`config.mk`:
```
export PLATFORM = sky130hd
export DESIGN_NAME = spw_tx_arbiter_flat
export DESIGN_NICKNAME = d
export VERILOG_FILES = /design/src/rtl/spw_tx_arbiter_if.sv /design/src/rtl/spw_tx_arbiter.sv /design/src/flat_wrapper.sv
export SDC_FILE = /design/constraint.sdc
export NUM_CORES = 1
export LEC_CHECK = 0
export ABC_AREA = 1
export CAP_MARGIN = 40
export CORE_MARGIN = 2
export CORE_UTILIZATION = 50
export CTS_CLUSTER_SIZE = 16
export DETAILED_ROUTE_END_ITERATION = 6
export PLACE_DENSITY = 0.77
export SLEW_MARGIN = 40
export SYNTH_ARGS = -nofsm -noshare
export SYNTH_HDL_FRONTEND = slang
export SYNTH_SLANG_ARGS = --single-unit
```
`constraint.sdc`:
```
create_clock -name clock -period 2.45 [get_ports clock]
set_input_delay 0.49 -clock clock [delete_from_list [all_inputs] [get_ports clock]]
set_output_delay 0.49 -clock clock [all_outputs]
set_load 0.005 [all_outputs]
```
`src/rtl/spw_tx_arbiter_if.sv`:
```
// Bundle of the two requester ports and the TX FIFO write port shared by
// the SpaceWire TX arbiter. The arbiter connects through the slave modport;
// whatever drives the requests and models the FIFO uses the master modport.
interface spw_tx_arbiter_if #(
   parameter int DWIDTH = 9
);
   logic              req0_valid;
   logic [DWIDTH-1:0] req0_data;
   logic              req0_ack;
   logic              req1_valid;
   logic [DWIDTH-1:0] req1_data;
   logic              req1_ack;
   logic              fifo_full;
   logic              fifo_wr_en;
   logic [DWIDTH-1:0] fifo_data;
   logic [1:0]        grant;
   logic              timeout_err;
   logic [7:0]        err_cnt;

   modport slave (
      input  req0_valid, req0_data, req1_valid, req1_data, fifo_full,
      output req0_ack, req1_ack, fifo_wr_en, fifo_data, grant, timeout_err, err_cnt
   );

   modport master (
      output req0_valid, req0_data, req1_valid, req1_data, fifo_full,
      input  req0_ack, req1_ack, fifo_wr_en, fifo_data, grant, timeout_err, err_cnt
   );
endinterface

```
`src/rtl/spw_tx_arbiter.sv`:
```
// Packet-atomic two-requester arbiter in front of the SpaceWire TX FIFO.
// A requester keeps the grant from its first word until its EOP/EEP has been
// written. Each word goes out as a one-cycle write strobe followed by an ack
// cycle and a gap cycle. An owner that leaves its valid low for TIMEOUT WAIT
// cycles has its packet closed with an injected EEP and loses the grant.
module spw_tx_arbiter #(
   parameter int DWIDTH  = 9,
   parameter int TIMEOUT = 1024,
   parameter int TWIDTH  = 11
) (
   input  logic             clock,
   input  logic             reset,
   spw_tx_arbiter_if.slave  bus
);

   typedef enum logic [2:0] {
      IDLE, WAIT, WRITE, GAP, TMO, INJ, INJ_GAP
   } state_t;

   // Last count of the watchdog before it fires.
   localparam logic [TWIDTH-1:0] TMO_LAST = TWIDTH'(TIMEOUT - 1);
   // N-char flag in the top bit, low byte 0x01 selects EEP.
   localparam logic [DWIDTH-1:0] EEP_WORD = {1'b1, {(DWIDTH-1){1'b0}}} | DWIDTH'(1);

   state_t            state_q;
   logic [1:0]        grant_q;
   logic              last_owner_q;   // 0 = req0, 1 = req1
   logic [TWIDTH-1:0] timer_q;
   logic [7:0]        err_cnt_q;
   logic              wr_en_q;
   logic [DWIDTH-1:0] data_q;
   logic              ack0_q;
   logic              ack1_q;
   logic              tmo_q;

   logic              owner_valid;
   logic [DWIDTH-1:0] owner_data;
   logic              pick_req1;
   logic [7:0]        err_cnt_d;
   logic [TWIDTH-1:0] timer_d;

   // Select the current owner's request, resolve arbitration and prepare counter increments.
   always_comb begin
      owner_valid = grant_q[1] ? bus.req1_valid : bus.req0_valid;
      owner_data  = grant_q[1] ? bus.req1_data  : bus.req0_data;
      // req1 wins when it is alone, or when both ask and req0 owned last.
      pick_req1   = bus.req1_valid & (~bus.req0_valid | ~last_owner_q);
      err_cnt_d   = (err_cnt_q == 8'hFF) ? err_cnt_q : err_cnt_q + 8'd1;
      timer_d     = timer_q + TWIDTH'(1);
   end

   // Arbitration FSM; every output is a register updated here.
   always_ff @(posedge clock or negedge reset) begin
      if (!reset) begin
         state_q      <= IDLE;
         grant_q      <= 2'b00;
         last_owner_q <= 1'b1;
         timer_q      <= '0;
         err_cnt_q    <= 8'd0;
         wr_en_q      <= 1'b0;
         data_q       <= '0;
         ack0_q       <= 1'b0;
         ack1_q       <= 1'b0;
         tmo_q        <= 1'b0;
      end else begin
         // Strobes and pulses are single-cycle unless re-asserted below.
         wr_en_q <= 1'b0;
         ack0_q  <= 1'b0;
         ack1_q  <= 1'b0;
         tmo_q   <= 1'b0;
         case (state_q)
            IDLE: begin
               if (bus.req0_valid || bus.req1_valid) begin
                  grant_q <= pick_req1 ? 2'b10 : 2'b01;
                  timer_q <= '0;
                  state_q <= WAIT;
               end
            end
            WAIT: begin
               if (owner_valid) begin
                  // A full FIFO simply stalls; the watchdog neither counts nor clears.
                  if (!bus.fifo_full) begin
                     wr_en_q <= 1'b1;
                     data_q  <= owner_data;
                     timer_q <= '0;
                     state_q <= WRITE;
                  end
               end else if (timer_q == TMO_LAST) begin
                  tmo_q     <= 1'b1;
                  err_cnt_q <= err_cnt_d;
                  timer_q   <= '0;
                  state_q   <= TMO;
               end else begin
                  timer_q <= timer_d;
               end
            end
            WRITE: begin
               ack0_q  <= ~grant_q[1];
               ack1_q  <= grant_q[1];
               state_q <= GAP;
            end
            GAP: begin
               // data_q still holds the word just written.
               if (data_q[DWIDTH-1]) begin
                  grant_q      <= 2'b00;
                  last_owner_q <= grant_q[1];
                  state_q      <= IDLE;
               end else begin
                  state_q <= WAIT;
               end
            end
            TMO: begin
               // Owner stays blocked while the EEP waits for FIFO space.
               if (!bus.fifo_full) begin
                  wr_en_q <= 1'b1;
                  data_q  <= EEP_WORD;
                  state_q <= INJ;
               end
            end
            INJ: begin
               state_q <= INJ_GAP;
            end
            INJ_GAP: begin
               grant_q      <= 2'b00;
               last_owner_q <= grant_q[1];
               state_q      <= IDLE;
            end
            default: begin
               grant_q <= 2'b00;
               state_q <= IDLE;
            end
         endcase
      end
   end

   assign bus.fifo_wr_en  = wr_en_q;
   assign bus.fifo_data   = data_q;
   assign bus.req0_ack    = ack0_q;
   assign bus.req1_ack    = ack1_q;
   assign bus.grant       = grant_q;
   assign bus.timeout_err = tmo_q;
   assign bus.err_cnt     = err_cnt_q;

endmodule
```
`src/flat_wrapper.sv`:
```
// flat-port wrapper written by rule: the top's interface ports become plain ports
module spw_tx_arbiter_flat 
#(
   parameter int DWIDTH  = 9,
   parameter int TIMEOUT = 1024,
   parameter int TWIDTH  = 11
)
  (clock, reset, bus_req0_valid, bus_req0_data, bus_req1_valid, bus_req1_data, bus_fifo_full, bus_req0_ack, bus_req1_ack, bus_fifo_wr_en, bus_fifo_data, bus_grant, bus_timeout_err, bus_err_cnt);
  spw_tx_arbiter_if #(.DWIDTH(DWIDTH)) bus_i ();
  input  logic clock;
  input  logic reset;
  input wire logic [$bits(bus_i.req0_valid)-1:0] bus_req0_valid;
  input wire logic [$bits(bus_i.req0_data)-1:0] bus_req0_data;
  input wire logic [$bits(bus_i.req1_valid)-1:0] bus_req1_valid;
  input wire logic [$bits(bus_i.req1_data)-1:0] bus_req1_data;
  input wire logic [$bits(bus_i.fifo_full)-1:0] bus_fifo_full;
  output wire logic [$bits(bus_i.req0_ack)-1:0] bus_req0_ack;
  output wire logic [$bits(bus_i.req1_ack)-1:0] bus_req1_ack;
  output wire logic [$bits(bus_i.fifo_wr_en)-1:0] bus_fifo_wr_en;
  output wire logic [$bits(bus_i.fifo_data)-1:0] bus_fifo_data;
  output wire logic [$bits(bus_i.grant)-1:0] bus_grant;
  output wire logic [$bits(bus_i.timeout_err)-1:0] bus_timeout_err;
  output wire logic [$bits(bus_i.err_cnt)-1:0] bus_err_cnt;
  assign bus_i.req0_valid = bus_req0_valid;
  assign bus_i.req0_data = bus_req0_data;
  assign bus_i.req1_valid = bus_req1_valid;
  assign bus_i.req1_data = bus_req1_data;
  assign bus_i.fifo_full = bus_fifo_full;
  assign bus_req0_ack = bus_i.req0_ack;
  assign bus_req1_ack = bus_i.req1_ack;
  assign bus_fifo_wr_en = bus_i.fifo_wr_en;
  assign bus_fifo_data = bus_i.fifo_data;
  assign bus_grant = bus_i.grant;
  assign bus_timeout_err = bus_i.timeout_err;
  assign bus_err_cnt = bus_i.err_cnt;
  spw_tx_arbiter #(.DWIDTH(DWIDTH), .TIMEOUT(TIMEOUT), .TWIDTH(TWIDTH)) u_core (.clock(clock), .reset(reset), .bus(bus_i));
endmodule
```
==> key figures <==
Timing
  • Relative slew slack: slightly below 70%
  • Final setup vio count: 0
  • Tightest Pin Transition: around 0.48 ns
  • Setup Skew: around 0.0077 ns
  • Setup WS post-layout: around 0.53 ns
  • Final Critical Period: 1.92 ns
  • RSZ-0062 raised after global routing: no
  • Final Cycle Share: between 70% and 80%
  • Final hold violation count: 0
  • Final Hold Slack: ~0.16 ns
  • Total negative setup slack: 0 ns
  • Fmax achieved: about 520 MHz
  • Final slew viol count: 0

Critical path
  • Worst setup path category: in -> reg
  • WP data arrival: ~2.1 ns
  • Crit. End Element: flop
  • WP data required: roughly 2.7 ns
  • Critical-path top delay cell: clkdlybuf4s50_1
  • Worst setup SP type: input port
  • Crit path cell chain: clkdlybuf4s50_1, inv_1, o21ai_2, nand2_1, a21oi_4, nand3_1, o21ai_1
  • CP max stage delay: 0.47 ns
  • Worst Path Max Fanout: 19

Synthesis
  • Ys Warns: 0
  • Prevailing post-synth register cell: dfrtp_1
  • Synth Instances: between 200 and 300
  • Sequential share of the synthesized area: around 45%
  • Mapped Area: roughly 0.0021 mm²
  • Mapped Avg Cell Area: 7.87 µm²
  • Post-synth EDFFs: 0
  • Async SR Flop Fraction: 100%
  • Number of library cell types mapped by synthesis: 33
  • Seq cells post-synth: 38
  • Area leader, netlist: dfrtp_1
  • Count leader, synth: nand2_1
  • Post-Syn Nets: between 200 and 300
  • Synth cell count leaders: nand2_1 (85), dfrtp_1 (37), inv_1 (24), nand3_1 (24), nor2_1 (19)
  • Top cells by area, synth: dfrtp_1 (44%), nand2_1 (15%), nand3_1 (5.7%), inv_1 (4.3%), o21ai_1 (3.5%)
  • Share of the synthesized area in the top cell type: a little over two fifths

Job
  • Maxcap violations: 0

Detailed routing
  • Vias per cell: 5.30
  • Drt total wl: between 4 and 5 mm
  • Via count: between 1,500 and 2,000
  • Wire length per cell: around 13 µm
  • DRC Markers: 0
  • Detailed Route Iter0 Violations: roughly 150
  • Detailed Routing Iterations Pass 1: 4
  • Detail Route Antenna Nets: 0

CTS
  • Resized cells post-CTS: 0
  • CTS Hold Buffers Added: 0
  • Clock sink total: 38
  • Root Buffer: clkbuf_8
  • Postcts setup bufs: 0
  • Maximum clock insertion buffer count: 2
  • H-Tree Depth: 2
  • Clock buffer count from CTS: 5
  • CTS tree: built
  • Worst-Skew Late Latency: 0.30 ns
  • Clock slew at reported path FFs: 0.08 ns

Place
  • Pre-CTS WS: roughly 0.23 ns
  • Placed insts: between 300 and 400
  • GPL Wtd Cong: 0.881
  • DP Wirelength: 3.45 mm
  • Port Buffers: 45

Global routing
  • Total GRT Usage: 22.1%
  • Number of global-route vias before repair: between 1,500 and 2,000
  • Initial antenna violation count: 0
  • M1 GR Usage: 27.8%
  • Global-route wire length before repair: between 8 and 9 mm
  • Largest net degree at the start of global routing: 39
  • GRT Max-Usage Layer: met2
  • Met3 Use GR: around 5.0%
  • GR Overflow Total: 0
  • Met2 usage: a little over a third

Final layout
  • Area Overhead vs Synth: 29.4%
  • Finished Core Util: around two thirds
  • FF+latch area: about 950 µm²
  • Antenna diodes: 0
  • Filler Cell Count: 348
  • Layout cells sized above 1: around a tenth
  • Post-Layout Cell Count: approximately 370
  • Multi-input gate area in the final layout: between 0.001 and 0.0015 mm²
  • Nets: approximately 340

Die
  • Top Ports: between 40 and 50
  • Initial Utilization: ~53%
  • Die Area: around 0.0048 mm²
  • Row cnt: 23
  • Die Wd: roughly 70 µm
  • Core box area: 0.00403 mm²
  • Die H: just under 70 µm

Power
  • Leak: approximately 1.3 nW
  • Power per cell area: 930 mW/mm²
  • VDD IR-drop max: ~0.00084 V

Run status
  • Run status: finished, final reports clean

Min path
  • Worst hold path type: in -> async
==> power breakdown <==
part           total [W]  switching (W)  internal [W]
Sequential      0.000925       0.000146      0.000779
Combinational   0.000953       0.000558      0.000395
Clock           0.000668       0.000233      0.000434
Total            0.00255       0.000937       0.00161
==> final cells by class <==
cell class,instances,area share [%]
multi-input combinational,198,37.3
sequential,38,34.8
timing repair buffer,46,16.6
inverter,28,3.84
clock buffer,6,3.02
tap,50,2.28
clock inverter,2,2.19
==> registers in the layout, summed over array words and instances, names as in the netlist, 2 cells and up <==
name and count:
u_core.timer_q 11, u_core.bus.fifo_data 9, u_core.bus.err_cnt 8, u_core.state_q 3
u_core.bus.grant 2
==> worst max-delay path, delay by kind of cell <==
kind	cells	cell delay, ns
compound gates	3	0.82
simple gates	2	0.29
buf+inv	2	0.53
==> stage by stage <==
stage | cell area, µm² | power (W)
3_3_place_gp | 2590 | 0.00187
5_1_grt | 2740 | 0.00272
2_1_floorplan | 2120 | 0.00150
3_5_place_dp | 2600 | 0.00189
4_1_cts | 2740 | 0.00256
6_report | 2740 | 0.00255
==> layout by cell type, fill, tap and decap left out, types with 2 or more instances in the layout <==
cell type,n
xnor2_1,6
nor2_4,2
o21ai_2,4
nor2_1,19
a21oi_1,5
o21ai_1,15
nand3_1,24
inv_2,3
bufinv_16,2
buf_4,2
o21ai_0,8
nand2_2,5
ha_1,2
clkbuf_8,6
xor2_1,3
clkdlybuf4s50_1,44
inv_1,24
nand4_1,9
nand2_1,85
dfrtp_1,37
==> logic make-up after synthesis <==
| logic type | after synthesis | synth area share [%] |
|---|---|---|
| and+or+nand+nor | 151 | 33.0 |
| buffers and inverters | 33 | 6.80 |
| AOI/OAI and AO/OA | 36 | 10.3 |
| xor gates and xnor gates | 9 | 3.72 |
| DFF | 38 | 45.0 |
| adders and majority gates | 2 | 1.18 |
==> layer usage <==
layer	part of all wire (%)	vias to the layer above
met5	0	-
met4	1.8	0
met3	3.9	9
met2	49	42
met1	45	933
li1	-	966
==> path summary, 6_finish.rpt <==
check,startpoint,endpoint,slack [ns],cells past startpoint
worst max-delay path,bus_req0_valid,u_core.bus.fifo_data[5],0.53,7
worst min-delay path,reset,u_core.timer_q[6],0.16,1
worst max register to register,u_core.state_q[0],u_core.bus.fifo_data[5],0.62,5
worst min register to register,u_core.bus.grant[0],u_core.bus.grant[0],0.50,2
max in group asynchronous,reset,u_core.last_owner_q,1.94,1
min in group clock,u_core.bus.grant[0],u_core.bus.grant[0],0.50,2
Note: power is estimated with default switching activity, not from simulation.
==> variant (config.mk and constraints unchanged) <==
Make the reset (`reset`) synchronous in one clocked block.
--- a/src/rtl/spw_tx_arbiter.sv
+++ b/src/rtl/spw_tx_arbiter.sv
@@ -52,3 +52,3 @@
    // Arbitration FSM; every output is a register updated here.
-   always_ff @(posedge clock or negedge reset) begin
+   always_ff @(posedge clock) begin
       if (!reset) begin
Function: differs if reset is asserted again (counterexample within 4 cycles, from zero or initial values and one cycle with reset low); with reset held inactive, the same outputs for 10 cycles.
==> variant against the unedited design <==
  * Wire length rose by 1.5%
  * Critical path depth fell by 6
  * Maximum frequency rose by 7.0%
  * Setup slack improved by 130 ps
  * Worst hold slack improved by 300 ps
  * Area after synthesis rose by 1.4%
  * Critical path type is now reg2out
  * Total power fell by 20%
  * Largest power group unchanged
  * Cell area fell by 0.23%
  * Cell count rose by 9.5%
  * Largest cell class unchanged
  * Sequential cell count did not move
==> variant: results (changes against the unedited design) <==
metric	value	unit	change
status	finished, final reports clean		
# diodes	0		unchanged
CP arrival	1310	ps	-830 ps
# fillers	352		+1.1%
share of flip-flops with an asynchronous set or reset	0		-1.000
syn_nets	329		+12%
Largest register FFs	11		unchanged
Worst path max stage delay	560	ps	+90 ps
setup slack, reg-to-reg	800	ps	+180 ps
Root Buffer	clkbuf_8		
final clock skew	6.188	ps	-1.513 ps
clk_lat worst skew	290	ps	
R2R Path Start	u_core.timer_q[0]		
Total Routed Length	4900	µm	+1.5%
met1 wire length	2133	µm	-2.5%
WL met3	178	µm	-5.8%
sequential area share after synthesis	0.3543		-0.09545
Worst Hold End	u_core.bus.fifo_data[6]		
DR vias/cell	5.134		-3.1%
Synth Instances	304		+13%
H-tree level count	2		unchanged
max-slew violation count	0		unchanged
global-route wire length before repair	8514	µm	-0.56%
largest net degree at the start of global routing	20		-49%
HPWL Detailed	3676	µm	+6.5%
Peak VDD IR	0.5022	mV	-40%
DR pass1 iterations	4		unchanged
library cells used by synthesis	33		unchanged
Setup WS pre-CTS	406.7	ps	+173.5 ps
initial antenna violation count	0		unchanged
Reg clk slew, reported paths	80	ps	about the same
GRT Util Overall	0.2143		-0.006651
Pleak	1.169	nW	-9.2%
Hold Crit Class	reg2reg		
Crit Reg-Reg Endpoint	u_core.timer_q[5]		
top cells by area in the synthesized netlist	dfxtp_1 35%, nand2_1 15%, nand3_1 5.8%, nor2_1 5.2%, inv_1 4.4%		
worst hold path depth	2		
R2R cell count	8		+3
Nets	377		+10%
top cells by count, synth	88 x nand2_1, 38 x dfxtp_1, 30 x nor2_1, 25 x inv_1, 25 x nand3_1		
Worst Tran Pin Value	454.3	ps	-30.65 ps
Iter 0 DRT Violations	124		-18%
CP max FO	6		-13
vias in the first global route	1879		-3.9%
dpl cells	395		+9.7%
routed via count	2069		+6.1%
met2 wire len	2527	µm	+6.8%
Top FF cell, synth	dfxtp_1		
area post-placement	2638	µm²	+1.6%
Post-CTS Setup Inserts	0		unchanged
layout cell share with drive strength beyond 1	0.1360		+0.03849
Final Wtd Congestion	0.8746		-0.68%
CP delay by family, top	buffers and inverters		
hold path startpoint	u_core.bus.fifo_data[6]		
post-cts resize count	0		unchanged
==> variant: changes by cell type in the layout (fill, tap and decap cells not counted), sizes merged, moves of 4 or more <==
| cell | delta |
|---|---|
| nand2 | +8 |
| xnor2 | -4 |
| dfrtp | -37 |
| o21ai | -8 |
| a21oi | +11 |
| dfxtp | +38 |
| nor2 | +15 |
==> variant: metrics by stage <==
| step | utilization | hold WS (ps) |
|---|---|---|
| after global routing | 0.6735 | 480.9 |
| after detailed placement | 0.6500 | 445.6 |
| after floorplan | - | 435.4 |
| after global placement | 0.6500 | 427.2 |
| final | 0.6735 | 459.0 |
| after CTS | 0.6735 | 460.5 |
==> variant: worst max-delay path by stage <==
| stage | from | to | slack, ps | cells after the start |
|---|---|---|---|---|
| 2_1_floorplan | bus_req0_valid | u_core.timer_q[5] | 1000 | 8 |
| 3_3_place_gp | bus_req0_valid | u_core.timer_q[10] | 450 | 9 |
| 3_5_place_dp | bus_req0_valid | u_core.timer_q[1] | 410 | 8 |
| 4_1_cts | u_core.bus.grant[1] | bus_grant[1] | 640 | 1 |
| 5_1_grt | u_core.bus.grant[1] | bus_grant[1] | 600 | 1 |
| 6_report | u_core.bus.grant[1] | bus_grant[1] | 650 | 1 |
==> variant: final cells by class <==
class | count | share of cell area
multi-input cells | 229 | 0.4510
flip-flops and latches | 38 | 0.2784
repair buffers | 47 | 0.1703
inverters | 31 | 0.04258
clock buffers | 6 | 0.03022
well taps | 50 | 0.02289
clock inverters | 2 | 0.004579
==> variant: per-layer routing <==
layer | vias to the layer above | global-route usage
met2 | 40 | 0.3665
li1 | 1076 | -
met1 | 944 | 0.2683
met4 | 0 | 0.06536
met3 | 9 | 0.04797
met5 | - | 0
==> variant: cells by family (layout without fill, tap and decap cells) <==
kind of cell    count (synthesis)  count (layout)  synth area share
xor+xnor                        7               7           0.02856
compound gates                 38              38            0.1148
flops                          38              38            0.3543
fa+ha+maj                       2               2           0.01165
buf+inv                        37              86           0.07167
mux                             1               1          0.004662
simple gates                  181             181            0.4143
==> variant: where the power goes <==
group / switching (mW) / internal [mW] / total [mW]
Combinational: 0.502 / 0.307 / 0.809
Clock: 0.226 / 0.226 / 0.452
Sequential: 0.0831 / 0.690 / 0.773
